**config.mk**
```make
export PLATFORM = sky130hd
export DESIGN_NAME = sample_fifo
export DESIGN_NICKNAME = d
export VERILOG_FILES = /design/src/rtl/sample_fifo_pkg.sv /design/src/rtl/sample_fifo_ptr.sv /design/src/rtl/sample_fifo.sv
export SDC_FILE = /design/constraint.sdc
export NUM_CORES = 1
export LEC_CHECK = 0
export BUFFER_PORTS_ARGS = -buffer_cell sky130_fd_sc_hd__buf_2
export CAP_MARGIN = 10
export CORE_ASPECT_RATIO = 0.75
export CORE_UTILIZATION = 32
export CTS_BUF_LIST = sky130_fd_sc_hd__clkbuf_8
export DETAILED_ROUTE_END_ITERATION = 8
export PLACE_DENSITY = 0.52
export REMOVE_ABC_BUFFERS = 1
export SYNTH_ARGS = -nofsm -noshare
export SYNTH_HDL_FRONTEND = slang
export SYNTH_SLANG_ARGS = --single-unit
```
**constraint.sdc**
```tcl
create_clock -name clock -period 12.8 [get_ports clock]
set_clock_uncertainty 0.05 [all_clocks]
set_input_delay 1.28 -clock clock [delete_from_list [all_inputs] [get_ports clock]]
set_output_delay 1.28 -clock clock [all_outputs]
set_load 0.1 [all_outputs]
```
**src/rtl/sample_fifo_pkg.sv**
```systemverilog
// Shared types for the voice-to-PDM sample buffer.
package sample_fifo_pkg;

    localparam int AMPLITUDE_BITS = 24;

    typedef logic [AMPLITUDE_BITS-1:0] amplitude;

    // Occupancy needs one bit more than the address so that full and empty differ.
    function automatic int level_bits(input int depth);
        return $clog2(depth) + 1;
    endfunction

endpackage

```
**src/rtl/sample_fifo_ptr.sv**
```systemverilog
// FIFO pointer register: one extra MSB, wraps naturally modulo 2*DEPTH.
module fifo_ptr
    import sample_fifo_pkg::*;
#(
    parameter int PTR_W = 5
) (
    input  logic             clk_i,
    input  logic             rst_n_i,
    input  logic             inc_i,
    output logic [PTR_W-1:0] ptr_o
);

    logic [PTR_W-1:0] ptr_q;
    logic [PTR_W-1:0] ptr_d;

    always_comb begin
        ptr_d = ptr_q;
        if (inc_i) begin
            ptr_d = ptr_q + PTR_W'(1);
        end
    end

    always_ff @(posedge clk_i) begin
        if (!rst_n_i) begin
            ptr_q <= '0;
        end else begin
            ptr_q <= ptr_d;
        end
    end

    assign ptr_o = ptr_q;

endmodule

```
**src/rtl/sample_fifo.sv**
```systemverilog
// Sample buffer between voice stage and PDM output; holds last sample on underrun.
// Optional SAMPLE_FIFO_STATS_EN adds underrun_count and max_level outputs.
module sample_fifo
    import sample_fifo_pkg::*;
#(
    parameter int WIDTH     = AMPLITUDE_BITS,
    parameter int DEPTH     = 16,
    parameter int LOW_MARK  = 4,
    parameter int HIGH_MARK = 12
) (
    input  logic                   clock,
    input  logic                   reset,
    input  logic                   wr_valid,
    input  logic [WIDTH-1:0]       wr_data,
    output logic                   wr_ready,
    input  logic                   rd_tick,
    output logic [WIDTH-1:0]       rd_data,
    output logic                   rd_valid,
    output logic [$clog2(DEPTH):0] level,
    output logic                   almost_empty,
    output logic                   almost_full,
`ifdef SAMPLE_FIFO_STATS_EN
    output logic                   underrun,
    output logic [15:0]            underrun_count,
    output logic [$clog2(DEPTH):0] max_level
`else
    output logic                   underrun
`endif
);

    localparam int AW = $clog2(DEPTH);
    localparam int LW = level_bits(DEPTH);
    localparam logic [LW-1:0] DEPTH_L = LW'(DEPTH);
    localparam logic [LW-1:0] LOW_L   = LW'(LOW_MARK);
    localparam logic [LW-1:0] HIGH_L  = LW'(HIGH_MARK);

    if (!(LOW_MARK < HIGH_MARK && HIGH_MARK <= DEPTH)) begin : g_bad_marks
        $error("sample_fifo: need LOW_MARK < HIGH_MARK <= DEPTH");
    end

    logic [WIDTH-1:0] mem_q [DEPTH];
    logic [LW-1:0]    wr_ptr;
    logic [LW-1:0]    rd_ptr;
    logic             wr_en;
    logic             rd_en;
    logic             empty_tick;
    logic [WIDTH-1:0] rd_data_q, rd_data_d;
    logic             rd_valid_q, rd_valid_d;
    logic             underrun_q, underrun_d;

    assign level        = wr_ptr - rd_ptr;
    assign wr_ready     = (level != DEPTH_L);
    assign almost_empty = (level <= LOW_L);
    assign almost_full  = (level >= HIGH_L);
    assign wr_en        = wr_valid && wr_ready;
    assign rd_en        = rd_tick && (level != '0);
    assign empty_tick   = rd_tick && (level == '0);

    fifo_ptr #(.PTR_W(LW)) u_wr_ptr (
        .clk_i   (clock),
        .rst_n_i (reset),
        .inc_i   (wr_en),
        .ptr_o   (wr_ptr)
    );

    fifo_ptr #(.PTR_W(LW)) u_rd_ptr (
        .clk_i   (clock),
        .rst_n_i (reset),
        .inc_i   (rd_en),
        .ptr_o   (rd_ptr)
    );

    // Storage is never cleared; reset only discards it by zeroing the pointers.
    always_ff @(posedge clock) begin
        if (wr_en) begin
            mem_q[wr_ptr[AW-1:0]] <= wr_data;
        end
    end

    always_comb begin
        rd_data_d  = rd_data_q;
        rd_valid_d = 1'b0;
        underrun_d = empty_tick;
        if (rd_en) begin
            rd_data_d  = mem_q[rd_ptr[AW-1:0]];
            rd_valid_d = 1'b1;
        end
    end

    always_ff @(posedge clock) begin
        if (!reset) begin
            rd_data_q  <= '0;
            rd_valid_q <= 1'b0;
            underrun_q <= 1'b0;
        end else begin
            rd_data_q  <= rd_data_d;
            rd_valid_q <= rd_valid_d;
            underrun_q <= underrun_d;
        end
    end

    assign rd_data  = rd_data_q;
    assign rd_valid = rd_valid_q;
    assign underrun = underrun_q;

`ifdef SAMPLE_FIFO_STATS_EN
    logic [15:0]   ucnt_q, ucnt_d;
    logic [LW-1:0] max_q, max_d;

    always_comb begin
        ucnt_d = ucnt_q;
        if (empty_tick && ucnt_q != 16'hFFFF) begin
            ucnt_d = ucnt_q + 16'd1;
        end
        max_d = (level > max_q) ? level : max_q;
    end

    always_ff @(posedge clock) begin
        if (!reset) begin
            ucnt_q <= '0;
            max_q  <= '0;
        end else begin
            ucnt_q <= ucnt_d;
            max_q  <= max_d;
        end
    end

    assign underrun_count = ucnt_q;
    assign max_level      = max_q;
`endif

endmodule
```
# Yosys cells after proc, flatten, opt, wreduce, memory -nomap -nowiden
# Memories as Yosys holds them, arrays and structs flattened. A register that Yosys moved wholly into a read port is not among the register bits.
# Cells that the tools add are included.
# word_totals
ramBits,384
mem_count,1
reg_bits,12
inputBits,28
# mem_list
memory,words,word_bits,rd,rd_ports_with_merged_regs,wr,line,text
mem_q,16,24,1,1,1,sample_fifo.sv:41,logic [WIDTH-1:0] mem_q [DEPTH];
# op_classes
mux,3
add_sub_neg,3
n_reduce_logical,6
magnitude_cmp,2
n_eq_ne,1
# ops
op,count
$add A5 B1 Y5 const B,2
$ge A5 B4 Y1 const B,1
$le A5 B3 Y1 const B,1
$logic_not A5 Y1,1
$ne A5 B5 Y1 const B,1
$reduce_bool A5 Y1,1
$sub A5 B5 Y5,1
$logic_and A1 B1 Y1,3
$mux W1,3
$logic_not A1 Y1,1

# Depth between registers and ports, before layout
# Gate-level depths: netlist (run 1).
# logic_depth
word_depth,5
ltp_mapped,12

# By module
# From an unflattened synthesis (run 1), not the netlist that was laid out.
# unflattened
cells_unflattened,778
hier_area_um2,16082.9
# by_module_without_submodules
module,area_each_um2,instances,seq_area_each_um2,cells_per_inst
sample_fifo,15632.5,1,12051.6,732
fifo_ptr,225.2,2,100.1,23

# Least setup slack after synthesis (run 1)
# No wires, ideal clock.
# synth_path
path_kind,register to output
startpoint,register u_wr_ptr.ptr_q[0] (netlist: u_wr_ptr.ptr_o[0])
endpoint,output port almost_empty
slack_ns,7.059
path_buffers,2
stages_incl_launch_ff,11
required_ns,11.470
arrival_ns,4.411
cell_sequence,dfxtp_1 > inv_1 > ha_1 > fa_1 > nand2b_1 > a21oi_1 > xor2_2 > inv_2 > buf_2 > buf_2 > nor3_1
# synth_via
elab_chain_len,2
# synth_lines
element,line,text
"start, declared",sample_fifo_ptr.sv:13,logic [PTR_W-1:0] ptr_q;
"start signal, assigned",sample_fifo_ptr.sv:27,ptr_q <= ptr_d;
$sub A5 B5 Y5,sample_fifo.sv:51,assign level = wr_ptr - rd_ptr;
net level[4],sample_fifo.sv:19,"output logic [$clog2(DEPTH):0] level,"
$le A5 B3 Y1,sample_fifo.sv:53,assign almost_empty = (level <= LOW_L);
"end, declared",sample_fifo.sv:20,"output logic almost_empty,"
# The timed path passes the listed nets, and every way through them passes these cells.

# Final worst setup path (run 1)
# layout_path
startpoint,register u_rd_ptr.ptr_q[2] (netlist: u_rd_ptr.ptr_o[2])
endpoint,output port almost_empty
# layout_via
elab_chain_len,2
# layout_lines
element,line
"start, declared",sample_fifo_ptr.sv:13
"start signal, assigned",sample_fifo_ptr.sv:27
$sub A5 B5 Y5,sample_fifo.sv:51
$le A5 B3 Y1,sample_fifo.sv:53
# No other way between the ends.

==> impl_table.tex, run 1 <==
\begin{tabular}{lr}
\hline
Metric & Value \\
\hline
\multicolumn{2}{l}{\textbf{Placed design}} \\
\quad Post-Place Worst Slack & 8.116 ns \\
\quad Placement Cell Area & 0.01745 mm2 \\
\quad Final weighted congestion of routability-driven global placement & 0.7378 \\
\quad HPWL after detailed placement & 22.62 mm \\
\quad I/O Buffers & 61 \\
\multicolumn{2}{l}{\textbf{Power}} \\
\quad Internal Power & 2.522 mW \\
\quad Net Sw Frac & 0.3621 \\
\quad Proportion of power drawn by the clock network & 0.278 \\
\quad Worst VDD drop & 0.1369 mV \\
\quad Combinational Power Share & 0.311 \\
\quad Pleak & 6.053 nW \\
\quad Sequential fraction of design power & 0.411 \\
\quad Power density over the cells & 211.2 mW/mm2 \\
\quad Switching pwr & 1.432 mW \\
\multicolumn{2}{l}{\textbf{Final layout}} \\
\quad Share of post-route cells with drive strength above 1 & 0.2770 \\
\quad Signed area change from the synthesized netlist to the final layout & 14.10\% \\
\quad Number of filler instances in the final layout & 4631 \\
\quad Register area & 0.01226 mm2 \\
\quad Antenna diodes & 0 \\
\quad Final Net Count & 985 \\
\quad Post-layout instance area & 0.01873 mm2 \\
\quad Footprint of the multi-input gates & 0.003934 mm2 \\
\multicolumn{2}{l}{\textbf{CTS}} \\
\quad Post-CTS setup-driven buffer insertion count & 0 \\
\quad Worst-path clk slew & 0.06 ns \\
\quad Max H-tree Level & 3 \\
\quad CTS hold repair buffers & 0 \\
\quad Latest clock arrival within the worst-skew pair & 0.61 ns \\
\quad Number of clock buffers inserted by TritonCTS & 67 \\
\quad Resized cells post-CTS & 0 \\
\quad Clock Tree Root & clkbuf\_8 \\
\quad TritonCTS sink count & 420 \\
\quad Buffer depth of the longest clock path & 3 \\
\quad Clock tree from TritonCTS & built \\
\multicolumn{2}{l}{\textbf{Timing}} \\
\quad Final number of max-transition violations & 0 \\
\quad Hold Fails Final Rpt & 0 \\
\quad Final setup TNS & 0 ns \\
\quad Worst Max-Slew Pin Slew & 1.120 ns \\
\quad RSZ-0062 raised after global routing & no \\
\quad Setup slack after layout & 7.569 ns \\
\quad Crit share post-route & 0.4087 \\
\quad Achievable Freq & 191.2 MHz \\
\quad Count of endpoints failing setup in the final report & 0 \\
\quad Final Critical Period & 5.231 ns \\
\quad Remaining max-slew budget at the tightest pin & 0.2516 \\
\multicolumn{2}{l}{\textbf{Logic synthesis}} \\
\quad Cell area after synthesis & 0.01641 mm2 \\
\quad Distinct cell type count after synthesis & 42 \\
\quad Synthesis warning total & 0 \\
\quad Sequential fraction of the synthesis area & 0.7465 \\
\quad Post-synthesis sequential element count & 420 \\
\quad Post-Syn Area per Cell & 19.17 um2 \\
\quad Cell count after synthesis & 856 \\
\multicolumn{2}{l}{\textbf{Routing}} \\
\quad Total via count in the routed design & 8273 \\
\quad Routed WL & 38.90 mm \\
\quad TritonRoute pass-1 iters & 4 \\
\quad Residual DRC & 0 \\
\quad DR WL/cell & 23.47 um \\
\quad Number of nets with antenna violations after detailed routing & 0 \\
\quad Vias per cell & 4.993 \\
\quad Initial drt markers & 626 \\
\multicolumn{2}{l}{\textbf{Global routing}} \\
\quad Initial antenna violation count & 1 \\
\quad Wire length of the first global-routing pass & 57.71 mm \\
\quad Aggregate global routing overflow & 0 \\
\quad Largest net degree at the start of global routing & 70 \\
\quad Grt met2 use & 0.2325 \\
\quad Met3 routing resource usage after global routing & 0.03134 \\
\quad Vias in the first global route & 8633 \\
\quad Most congested layer reported by global routing & met2 \\
\quad Global routing usage summed across all routing layers & 0.1524 \\
\quad Met1 Usage GRT & 0.2173 \\
\multicolumn{2}{l}{\textbf{Floorplan}} \\
\quad Chip Height & 198.1 um \\
\quad Area inside the core boundary & 0.05037 mm2 \\
\quad Number of top-level pins & 62 \\
\quad Die span in x & 263.5 um \\
\quad Cell row count & 71 \\
\quad Die Outline Area & 0.05221 mm2 \\
\quad Effective utilization at floorplan & 0.3259 \\
\multicolumn{2}{l}{\textbf{Flow run}} \\
\quad Number of max-cap violations & 0 \\
\multicolumn{2}{l}{\textbf{Worst hold path}} \\
\quad Hold WC Path Type & reg2reg \\
\multicolumn{2}{l}{\textbf{Critical path}} \\
\quad Worst Path Max Fanout & 57 \\
\quad Cell breakdown of the critical path & buf\_4, inv\_1, ha\_1, nand2b\_1, a21oi\_1, xor2\_2, inv\_2, nor3\_1, buf\_2 \\
\quad Slowest cell delay on critical path & 0.62 ns \\
\quad Endpoint kind of the worst setup timing path & output port \\
\quad Critical Setup Path Class & reg2out \\
\quad Critical path required time & 11.47 ns \\
\quad Endpoint arrival time on the critical path & 3.90 ns \\
\quad CP startpoint kind & register \\
\quad Cell with the largest stage delay on the worst path & buf\_4 \\
\multicolumn{2}{l}{\textbf{Status}} \\
\quad Run status & finished clean \\
\hline
\end{tabular}
final cells by class:
type	instances	share of cell area
multi-input combinational	375	0.2101
sequential	420	0.6547
tap	657	0.04390
clock inverter	48	0.01383
timing repair buffer	73	0.02111
clock buffer	74	0.05439
inverter	10	0.002004
per-stage QoR:
step | util | hold slack, ns | cells | total power, mW
after floorplan | - | 0.4042 | 805 | 2.595
after global placement | 0.3464 | 0.3986 | 1535 | 2.899
after detailed placement | 0.3464 | 0.4162 | 1535 | 2.906
after CTS | 0.3718 | 0.4245 | 1657 | 4.012
after global routing | 0.3718 | 0.4554 | 1657 | 4.137
final | 0.3718 | 0.4194 | 1657 | 3.955
power groups by stage:
stage	Clock, mW	Combinational, mW	Sequential (mW)
finish	1.10	1.23	1.63
global route	1.19	1.31	1.64
CTS	1.13	1.25	1.63
detailed placement	0	1.25	1.66
global placement	0	1.24	1.66
floorplan	0	0.706	1.89
worst max-delay path: cells and delay by family, from the launching register on:
kind	cells	cell delay [ns]
compound gates	1	0.21
xor+xnor	1	0.37
fa+ha+maj	1	0.40
buf+inv	4	1.64
flops	1	0.31
simple gates	2	0.35
Yosys cell counts (all sizes together):
cell type | n | share of area
nor2 | 27 | 0.0063
a221o | 21 | 0.013
a31oi | 2 | 0.00076
nor3b | 1 | 0.00046
clkbuf | 26 | 0.0059
and3b | 1 | 0.00053
nand3b | 1 | 0.00046
mux2i | 19 | 0.012
dfxtp | 36 | 0.044
inv | 10 | 0.0023
and2 | 1 | 0.00038
o22a | 2 | 0.0011
nor3 | 25 | 0.0076
o211ai | 1 | 0.00046
xor2 | 4 | 0.0026
nand3 | 3 | 0.00091
a2111oi | 4 | 0.0021
nor2b | 29 | 0.011
o22ai | 42 | 0.016
nand2b | 8 | 0.0030
a211oi | 2 | 0.0012
mux2 | 1 | 0.00069
or2 | 1 | 0.00038
ha | 9 | 0.0069
and3 | 12 | 0.0046
o21ai | 1 | 0.00099
and4 | 2 | 0.0011
nand2 | 49 | 0.011
fa | 1 | 0.0012
buf | 25 | 0.0085
a21boi | 1 | 0.00069
a21oi | 9 | 0.0030
mux4 | 91 | 0.12
edfxtp | 384 | 0.70
nand4 | 5 | 0.0019
kinds of logic after synthesis:
kind of cell | count (synthesis) | synth area share
compound gates | 85 | 0.03911
xor+xnor | 4 | 0.002592
fa+ha+maj | 10 | 0.008081
buf+inv | 61 | 0.01669
flops | 420 | 0.7465
mux | 111 | 0.1371
simple gates | 165 | 0.04993
cells in the final DEF (no fill, tap or decap), types with 3 or more instances in the layout:
master        n
mux2i_1      19
clkinv_2      4
a2111oi_0     4
buf_4        12
buf_2        61
xor2_1        3
and3_2       12
nor3_1       24
a21oi_1       7
edfxtp_1    384
inv_1        37
nand2_1      49
a221o_1      21
clkbuf_8     74
nor2_1       26
ha_1          9
nor2b_1      27
dfxtp_1      33
mux4_2       91
nand3_1       3
nand4_1       5
clkinv_1      8
o22ai_1      42
clkinvlp_4    3
nand2b_1      8
state kept, by name, summed over array words and instances, names as in the netlist:
name            count
mem_q             384
rd_valid            1
underrun            1
u_rd_ptr.ptr_o      5
u_wr_ptr.ptr_o      5
rd_data            24
path summary, 6_finish.rpt:
kind | start | end | slack, ns | cells past startpoint
min reg2reg | rd_data[0]$_SDFFE_PN0P_ | rd_data[0]$_SDFFE_PN0P_ | 0.42 | 2
max reg2reg | u_rd_ptr.ptr_o[2]$_SDFFE_PN0P_ | mem_q[14][21]$_DFFE_PP_ | 8.39 | 9
max | u_rd_ptr.ptr_o[2]$_SDFFE_PN0P_ | almost_empty | 7.57 | 9
min | rd_data[0]$_SDFFE_PN0P_ | rd_data[0]$_SDFFE_PN0P_ | 0.42 | 2
metal layers:
metal	part of all wire	vias to the layer above
li1	-	3689
met1	0.48	4306
met2	0.45	201
met3	0.041	77
met4	0.022	0
met5	0	-
(Power assumes the default switching activity.)
==> run 2, diff against run 1 <==
- PLACE_DENSITY: 0.52 -> 0.53
- clock period: 12.8 -> 4.8 ns (I/O delays scaled with it)
==> impl_table.tex, run 2 (synthesis gave the netlist of run 1 again) <==
\begin{tabular}{lr}
\hline
Metric & Value \\
\hline
\multicolumn{2}{l}{\textbf{Timing}} \\
\quad Final Critical Period & 4.006 ns \\
\quad Worst Max-Slew Pin Slew & 0.9810 ns (-0.1391 ns) \\
\quad Hold\_ws & 0.1786 ns (-0.2408 ns) \\
\quad Setup slack after layout & 0.7937 ns (-6.775 ns) \\
\quad Count of endpoints failing setup in the final report & 0 (unchanged) \\
\quad Final setup TNS & 0 ns (unchanged) \\
\quad Achievable Freq & 249.6 MHz \\
\quad RSZ-0062 raised after global routing & no \\
\quad Final number of max-transition violations & 0 (unchanged) \\
\quad Crit share post-route & 0.8346 \\
\quad Hold Fails Final Rpt & 0 (unchanged) \\
\quad Remaining max-slew budget at the tightest pin & 0.3446 (+0.09304) \\
\multicolumn{2}{l}{\textbf{Global routing}} \\
\quad Aggregate global routing overflow & 0 (unchanged) \\
\quad Wire length of the first global-routing pass & 58.23 mm (+0.90\%) \\
\quad Vias in the first global route & 8705 (+0.83\%) \\
\quad Initial antenna violation count & 1 (unchanged) \\
\quad Largest net degree at the start of global routing & 104 (+49\%) \\
\quad Global routing usage summed across all routing layers & 0.1532 (+0.0008223) \\
\multicolumn{2}{l}{\textbf{Power}} \\
\quad Sequential fraction of design power & 0.418 (+0.007) \\
\quad Power density over the cells & 557.0 mW/mm2 (+160\%) \\
\quad Pleak & 5.994 nW (-0.97\%) \\
\quad Internal Power & 6.550 mW (+160\%) \\
\quad Switching pwr & 3.835 mW (+170\%) \\
\quad Proportion of power drawn by the clock network & 0.264 (-0.014) \\
\quad Combinational Power Share & 0.318 (+0.007) \\
\quad Worst VDD drop & 0.3783 mV (+180\%) \\
\quad Net Sw Frac & 0.3693 (+0.007181) \\
\quad Final Power & 10.38 mW (+160\%) \\
\multicolumn{2}{l}{\textbf{Floorplan}} \\
\quad Effective utilization at floorplan & 0.3259 (unchanged) \\
\quad Number of top-level pins & 62 (unchanged) \\
\quad Area inside the core boundary & 0.05037 mm2 (unchanged) \\
\quad Die span in x & 263.5 um (unchanged) \\
\quad Cell row count & 71 (unchanged) \\
\quad Die Outline Area & 0.05221 mm2 (unchanged) \\
\quad Chip Height & 198.1 um (unchanged) \\
\multicolumn{2}{l}{\textbf{Routing}} \\
\quad Number of nets with antenna violations after detailed routing & 0 (unchanged) \\
\quad TritonRoute pass-1 iters & 5 (+1) \\
\quad Initial drt markers & 644 (+2.9\%) \\
\quad Top sig layer & met5 \\
\quad Sum of met3 wire segment lengths after detailed routing & 2.015 mm (+25\%) \\
\quad Routed WL & 39.12 mm (+0.57\%) \\
\quad Met1 Routed Length & 17.99 mm (-4.4\%) \\
\quad DR WL/cell & 23.61 um (+0.57\%) \\
\quad Total via count in the routed design & 8368 (+1.1\%) \\
\quad Residual DRC & 0 (unchanged) \\
\quad Vias per cell & 5.050 (+1.1\%) \\
\quad Met2 Wirelength & 18.45 mm (+4.8\%) \\
\multicolumn{2}{l}{\textbf{Flow run}} \\
\quad Number of max-cap violations & 0 (unchanged) \\
\multicolumn{2}{l}{\textbf{CTS}} \\
\quad CTS hold repair buffers & 0 (unchanged) \\
\quad Worst-path clk slew & 0.06 ns (about the same) \\
\quad Max H-tree Level & 3 (unchanged) \\
\quad Buffer depth of the longest clock path & 3 (unchanged) \\
\quad Clock Tree Root & clkbuf\_8 \\
\quad Post-CTS setup-driven buffer insertion count & 0 (unchanged) \\
\quad Number of clock buffers inserted by TritonCTS & 67 (unchanged) \\
\quad Clock tree from TritonCTS & built \\
\quad TritonCTS sink count & 420 (unchanged) \\
\quad Latest clock arrival within the worst-skew pair & 0.61 ns (about the same) \\
\quad Resized cells post-CTS & 0 (unchanged) \\
\multicolumn{2}{l}{\textbf{Critical path}} \\
\quad Critical register-to-register path endpoint & mem\_q[2][21]\$\_DFFE\_PP\_ \\
\quad CP startpoint kind & register \\
\quad Worst R2R Path Depth & 8 (-1) \\
\quad Critical Setup Path Class & reg2out \\
\quad Critical path required time & 4.27 ns (-7.20 ns) \\
\quad Worst r2r src & u\_wr\_ptr.ptr\_o[0]\$\_SDFFE\_PN0P\_ \\
\quad Worst Path Max Fanout & 28 (-51\%) \\
\quad Worst Setup EP & almost\_empty \\
\quad Worst setup slack for register-to-register paths & 1.02 ns (-7.37 ns) \\
\quad Launching instance or port of the critical path & u\_wr\_ptr.ptr\_o[0]\$\_SDFFE\_PN0P\_ \\
\quad Endpoint arrival time on the critical path & 3.48 ns (-0.42 ns) \\
\quad Endpoint kind of the worst setup timing path & output port \\
\multicolumn{2}{l}{\textbf{Final layout}} \\
\quad Final Net Count & 986 (+0.10\%) \\
\quad Most common cell after layout, fill and taps aside & edfxtp\_1 \\
\quad Antenna diodes & 0 (unchanged) \\
\quad Number of filler instances in the final layout & 4597 (-0.73\%) \\
\quad Highest-count cells in the layout ignoring fill and taps & 384 x edfxtp\_1, 91 x mux4\_2, 69 x clkbuf\_8 \\
\quad Share of post-route cells with drive strength above 1 & 0.2750 (-0.002000) \\
\quad Signed area change from the synthesized netlist to the final layout & 13.60\% \\
\quad Number of flip-flops under the largest register name & 384 (unchanged) \\
\multicolumn{2}{l}{\textbf{Worst hold path}} \\
\quad Hold WC Path Type & in2reg \\
\quad Worst Min Path Start & reset \\
\multicolumn{2}{l}{\textbf{Placed design}} \\
\quad HPWL after detailed placement & 23.24 mm (+2.8\%) \\
\quad I/O Buffers & 61 (unchanged) \\
\quad Final weighted congestion of routability-driven global placement & 0.7645 (+3.6\%) \\
\quad Post-Place Worst Slack & 1.014 ns (-7.101 ns) \\
\multicolumn{2}{l}{\textbf{Status}} \\
\quad Run status & finished clean \\
\hline
\end{tabular}
run 2: changes by cell type in the layout (fill, tap and decap cells not counted):
cell / previous run / this run
clkinv_2: 4 / 8
inv_1: 37 / 31
clkbuf_8: 74 / 69
bufinv_16: 2 / 0
clkinv_1: 8 / 16
buf_12: 0 / 1
run 2: through the flow:
stage	utilization	cells	area, um2
3_3_place_gp	0.3468	1536	17470
4_1_cts	0.3702	1657	18650
2_1_floorplan	-	805	16180
3_5_place_dp	0.3468	1536	17470
5_1_grt	0.3702	1657	18650
6_report	0.3702	1657	18650
run 2: worst min-delay path by stage:
stage / to / cells past startpoint
after floorplan: u_wr_ptr.ptr_o[4]$_SDFFE_PN0P_ / 2
after global placement: rd_data[0]$_SDFFE_PN0P_ / 2
after detailed placement: rd_data[2]$_SDFFE_PN0P_ / 2
after CTS: underrun$_SDFF_PN0_ / 3
after global routing: underrun$_SDFF_PN0_ / 3
final: underrun$_SDFF_PN0_ / 3
run 2: metal layers:
layer / up-vias / track usage
li1: 3692 / -
met1: 4387 / 0.2104
met2: 231 / 0.2426
met3: 56 / 0.03594
met4: 2 / 0.04397
met5: - / 0
run 2: area by class of cell:
class | instances | area, um2 | area share
flip-flops and latches | 420 | 12260 | 0.6576
multi-input cells | 375 | 3934 | 0.2110
inverters | 10 | 37.54 | 0.002013
well taps | 657 | 822.0 | 0.04409
clock inverters | 52 | 226.5 | 0.01215
repair buffers | 74 | 415.4 | 0.02228
clock buffers | 69 | 949.7 | 0.05093
run 2: power by group through the flow:
stage                     clock network, mW  logic, mW  registers, mW
after floorplan                           0       1.88           5.04
after global routing                   2.99       3.52           4.36
final                                  2.74       3.30           4.34
after global placement                    0       3.34           4.42
after CTS                              2.82       3.36           4.35
after detailed placement                  0       3.35           4.42
run 2: worst max-delay path, cell delays in order, from the launching register on:
cell and delay [ns]:
dfxtp_1 0.40, inv_1 0.12, ha_1 0.22, fa_1 0.39
nand2b_1 0.16, a21oi_1 0.21, xor2_2 0.34, inv_2 0.07
buf_4 0.29, nor3_1 0.22, buf_2 0.45
==> run 3, diff against run 2 <==
- clock period: 4.8 -> 3.6 ns (I/O delays scaled with it)
==> impl_table.tex, run 3 (synthesis gave the netlist of run 1 again) <==
\begin{tabular}{lr}
\hline
Metric & Value \\
\hline
\multicolumn{2}{l}{\textbf{Final layout}} \\
\quad Highest-count cells in the layout ignoring fill and taps & 384 x edfxtp\_1, 91 x mux4\_2, 68 x clkbuf\_8 \\
\quad Signed area change from the synthesized netlist to the final layout & 15.45\% \\
\quad Antenna diodes & 0 (unchanged) \\
\quad Share of post-route cells with drive strength above 1 & 0.2922 (+0.01720) \\
\quad Most common cell after layout, fill and taps aside & edfxtp\_1 \\
\quad Number of flip-flops under the largest register name & 384 (unchanged) \\
\quad Final Net Count & 1005 (+1.9\%) \\
\quad Core Util, Final & 0.3762 (+0.006036) \\
\quad Number of filler instances in the final layout & 4585 (-0.26\%) \\
\quad Post-layout instance area & 0.01895 mm2 (+1.6\%) \\
\multicolumn{2}{l}{\textbf{CTS}} \\
\quad Number of clock buffers inserted by TritonCTS & 66 (-1.5\%) \\
\quad Clock Tree Root & clkbuf\_8 \\
\quad Max H-tree Level & 3 (unchanged) \\
\quad Worst-path clk slew & 0.06 ns (about the same) \\
\quad Buffer depth of the longest clock path & 3 (unchanged) \\
\quad CTS hold repair buffers & 0 (unchanged) \\
\quad TritonCTS sink count & 420 (unchanged) \\
\quad Post-CTS setup-driven buffer insertion count & 0 (unchanged) \\
\quad Clock tree from TritonCTS & built \\
\quad Latest clock arrival within the worst-skew pair & 0.61 ns (about the same) \\
\multicolumn{2}{l}{\textbf{Critical path}} \\
\quad CP startpoint kind & register \\
\quad Top cell family by delay on the critical path & adder cells \\
\quad Endpoint kind of the worst setup timing path & output port \\
\quad Worst R2R Path Depth & 9 (+1) \\
\quad Critical register-to-register path endpoint & mem\_q[9][15]\$\_DFFE\_PP\_ \\
\quad Slowest cell delay on critical path & 0.40 ns (-0.05 ns) \\
\quad Cell breakdown of the critical path & inv\_1, ha\_1, fa\_1, nand2b\_1, a21oi\_1, xor2\_2, inv\_2, buf\_6, nor3\_4, buf\_12 \\
\quad Endpoint arrival time on the critical path & 3.01 ns (-0.47 ns) \\
\quad Number of buffers and inverters on the critical path & 4 (unchanged) \\
\quad Cell with the largest stage delay on the worst path & fa\_1 \\
\quad Worst Path Max Fanout & 28 (unchanged) \\
\quad Critical Setup Path Class & reg2out \\
\quad Worst setup slack for register-to-register paths & 0.34 ns (-0.68 ns) \\
\quad Worst r2r src & u\_wr\_ptr.ptr\_o[0]\$\_SDFFE\_PN0P\_ \\
\quad Critical path required time & 3.19 ns (-1.08 ns) \\
\multicolumn{2}{l}{\textbf{Floorplan}} \\
\quad Die Outline Area & 0.05221 mm2 (unchanged) \\
\quad Cell row count & 71 (unchanged) \\
\quad Die span in x & 263.5 um (unchanged) \\
\quad Area inside the core boundary & 0.05037 mm2 (unchanged) \\
\quad Chip Height & 198.1 um (unchanged) \\
\quad Number of top-level pins & 62 (unchanged) \\
\quad Effective utilization at floorplan & 0.3259 (unchanged) \\
\multicolumn{2}{l}{\textbf{Timing}} \\
\quad Remaining max-slew budget at the tightest pin & 0.3432 (-0.001372) \\
\quad Final setup TNS & 0 ns (unchanged) \\
\quad Achievable Freq & 292.7 MHz \\
\quad Setup slack after layout & 0.1841 ns (-0.6097 ns) \\
\quad Worst Max-Slew Pin Slew & 0.9852 ns (+0.004138 ns) \\
\quad Final number of max-transition violations & 0 (unchanged) \\
\quad Crit share post-route & 0.9489 \\
\quad Hold Fails Final Rpt & 0 (unchanged) \\
\quad Final Critical Period & 3.416 ns \\
\quad Count of endpoints failing setup in the final report & 0 (unchanged) \\
\quad RSZ-0062 raised after global routing & no \\
\multicolumn{2}{l}{\textbf{Power}} \\
\quad Net Sw Frac & 0.3656 (-0.003685) \\
\quad Pleak & 6.113 nW (+2.0\%) \\
\quad Worst VDD drop & 0.3537 mV (-6.5\%) \\
\quad Internal Power & 8.892 mW (+36\%) \\
\quad Power density over the cells & 739.7 mW/mm2 (+33\%) \\
\quad Proportion of power drawn by the clock network & 0.258 (-0.006) \\
\quad Final Power & 14.02 mW (+35\%) \\
\quad Combinational Power Share & 0.333 (+0.015) \\
\quad Switching pwr & 5.125 mW (+34\%) \\
\quad Sequential fraction of design power & 0.410 (-0.008) \\
\multicolumn{2}{l}{\textbf{Routing}} \\
\quad Vias per cell & 4.972 (-1.5\%) \\
\quad TritonRoute pass-1 iters & 5 (unchanged) \\
\quad Routed WL & 38.07 mm (-2.7\%) \\
\quad Residual DRC & 0 (unchanged) \\
\quad Initial drt markers & 641 (-0.47\%) \\
\quad DR WL/cell & 22.80 um (-3.4\%) \\
\quad Number of nets with antenna violations after detailed routing & 0 (unchanged) \\
\quad Total via count in the routed design & 8304 (-0.76\%) \\
\multicolumn{2}{l}{\textbf{Global routing}} \\
\quad Global routing usage summed across all routing layers & 0.1488 (-0.004420) \\
\quad Grt met2 use & 0.2448 (+0.002150) \\
\quad Wire length of the first global-routing pass & 57.00 mm (-2.1\%) \\
\quad Aggregate global routing overflow & 0 (unchanged) \\
\quad Met3 routing resource usage after global routing & 0.03109 (-0.004850) \\
\quad Met1 Usage GRT & 0.2007 (-0.009744) \\
\quad Largest net degree at the start of global routing & 104 (unchanged) \\
\quad Vias in the first global route & 8663 (-0.48\%) \\
\quad Most congested layer reported by global routing & met2 \\
\quad Initial antenna violation count & 0 (-1) \\
\multicolumn{2}{l}{\textbf{Placed design}} \\
\quad HPWL after detailed placement & 23.35 mm (+0.45\%) \\
\quad Post-Place Worst Slack & 0.2508 ns (-0.7637 ns) \\
\quad I/O Buffers & 61 (unchanged) \\
\quad Placement Cell Area & 0.01779 mm2 (+1.8\%) \\
\quad Final weighted congestion of routability-driven global placement & 0.7761 (+1.5\%) \\
\multicolumn{2}{l}{\textbf{Status}} \\
\quad Run status & finished clean \\
\multicolumn{2}{l}{\textbf{Worst hold path}} \\
\quad Hold WC Path Type & in2reg \\
\quad Capture endpoint of the worst hold path & mem\_q[1][19]\$\_DFFE\_PP\_ \\
\quad Hold Path Stages & 1 (-2) \\
\quad Worst Min Path Start & wr\_data[19] \\
\multicolumn{2}{l}{\textbf{Flow run}} \\
\quad Number of max-cap violations & 0 (unchanged) \\
\hline
\end{tabular}
run 3: cell types whose count changed in the layout (fill, tap and decap cells not counted), moves of 2 or more:
cell / before / now
clkinv_1: 16 / 13
inv_1: 31 / 28
buf_2: 61 / 58
buf_4: 12 / 21
clkinvlp_4: 3 / 5
buf_12: 1 / 14
inv_6: 2 / 0
run 3: through the flow:
step / cells / hold WS, ns
finish: 1670 / 0.09340
detailed placement: 1556 / 0.4099
global placement: 1556 / 0.4021
CTS: 1670 / 0.05209
floorplan: 805 / 0.4042
global route: 1670 / 0.05816
run 3: layout make-up:
cell class,count,area [um2],share of cell area
Sequential cell,420,12260,0.6471
Inverter,10,37.54,0.001981
Timing Repair Buffer,94,739.5,0.03902
Clock inverter,46,207.7,0.01096
Multi-Input combinational cell,375,3945,0.2082
Tap cell,657,822.0,0.04338
Clock buffer,68,935.9,0.04939
run 3: timing repair:
item	CTS	global route
resized for setup	3	1
endpoints found under the setup margin	2	2
pin swaps	0	0
hold endpoints to repair	0	0
run 3: metal layers:
metal | wire length [um] | part of all wire
met3 | 1623 | 0.043
met4 | 524 | 0.014
met1 | 17490 | 0.46
met2 | 18430 | 0.48
met5 | 0 | 0
run 3: worst max path at each step:
stage                                        start                     end  slack [ns]  cells past startpoint
finish              u_wr_ptr.ptr_o[0]$_SDFFE_PN0P_            almost_empty        0.18                     10
global route        u_wr_ptr.ptr_o[0]$_SDFFE_PN0P_            almost_empty        0.02                     10
CTS                 u_wr_ptr.ptr_o[0]$_SDFFE_PN0P_            almost_empty        0.05                     10
detailed placement  u_wr_ptr.ptr_o[0]$_SDFFE_PN0P_  mem_q[0][18]$_DFFE_PP_        0.25                      9
global placement    u_wr_ptr.ptr_o[0]$_SDFFE_PN0P_  mem_q[1][10]$_DFFE_PP_        0.35                      9
floorplan           u_rd_ptr.ptr_o[0]$_SDFFE_PN0P_   mem_q[3][0]$_DFFE_PP_       -4.65                      7
run 3: power by group through the flow:
stage | Sequential (mW) | Clock [mW] | Combinational [mW]
global route | 5.77 | 3.93 | 4.93
global placement | 5.85 | 0 | 4.68
finish | 5.75 | 3.61 | 4.66
detailed placement | 5.85 | 0 | 4.71
floorplan | 6.72 | 0 | 2.48
CTS | 5.75 | 3.73 | 4.76
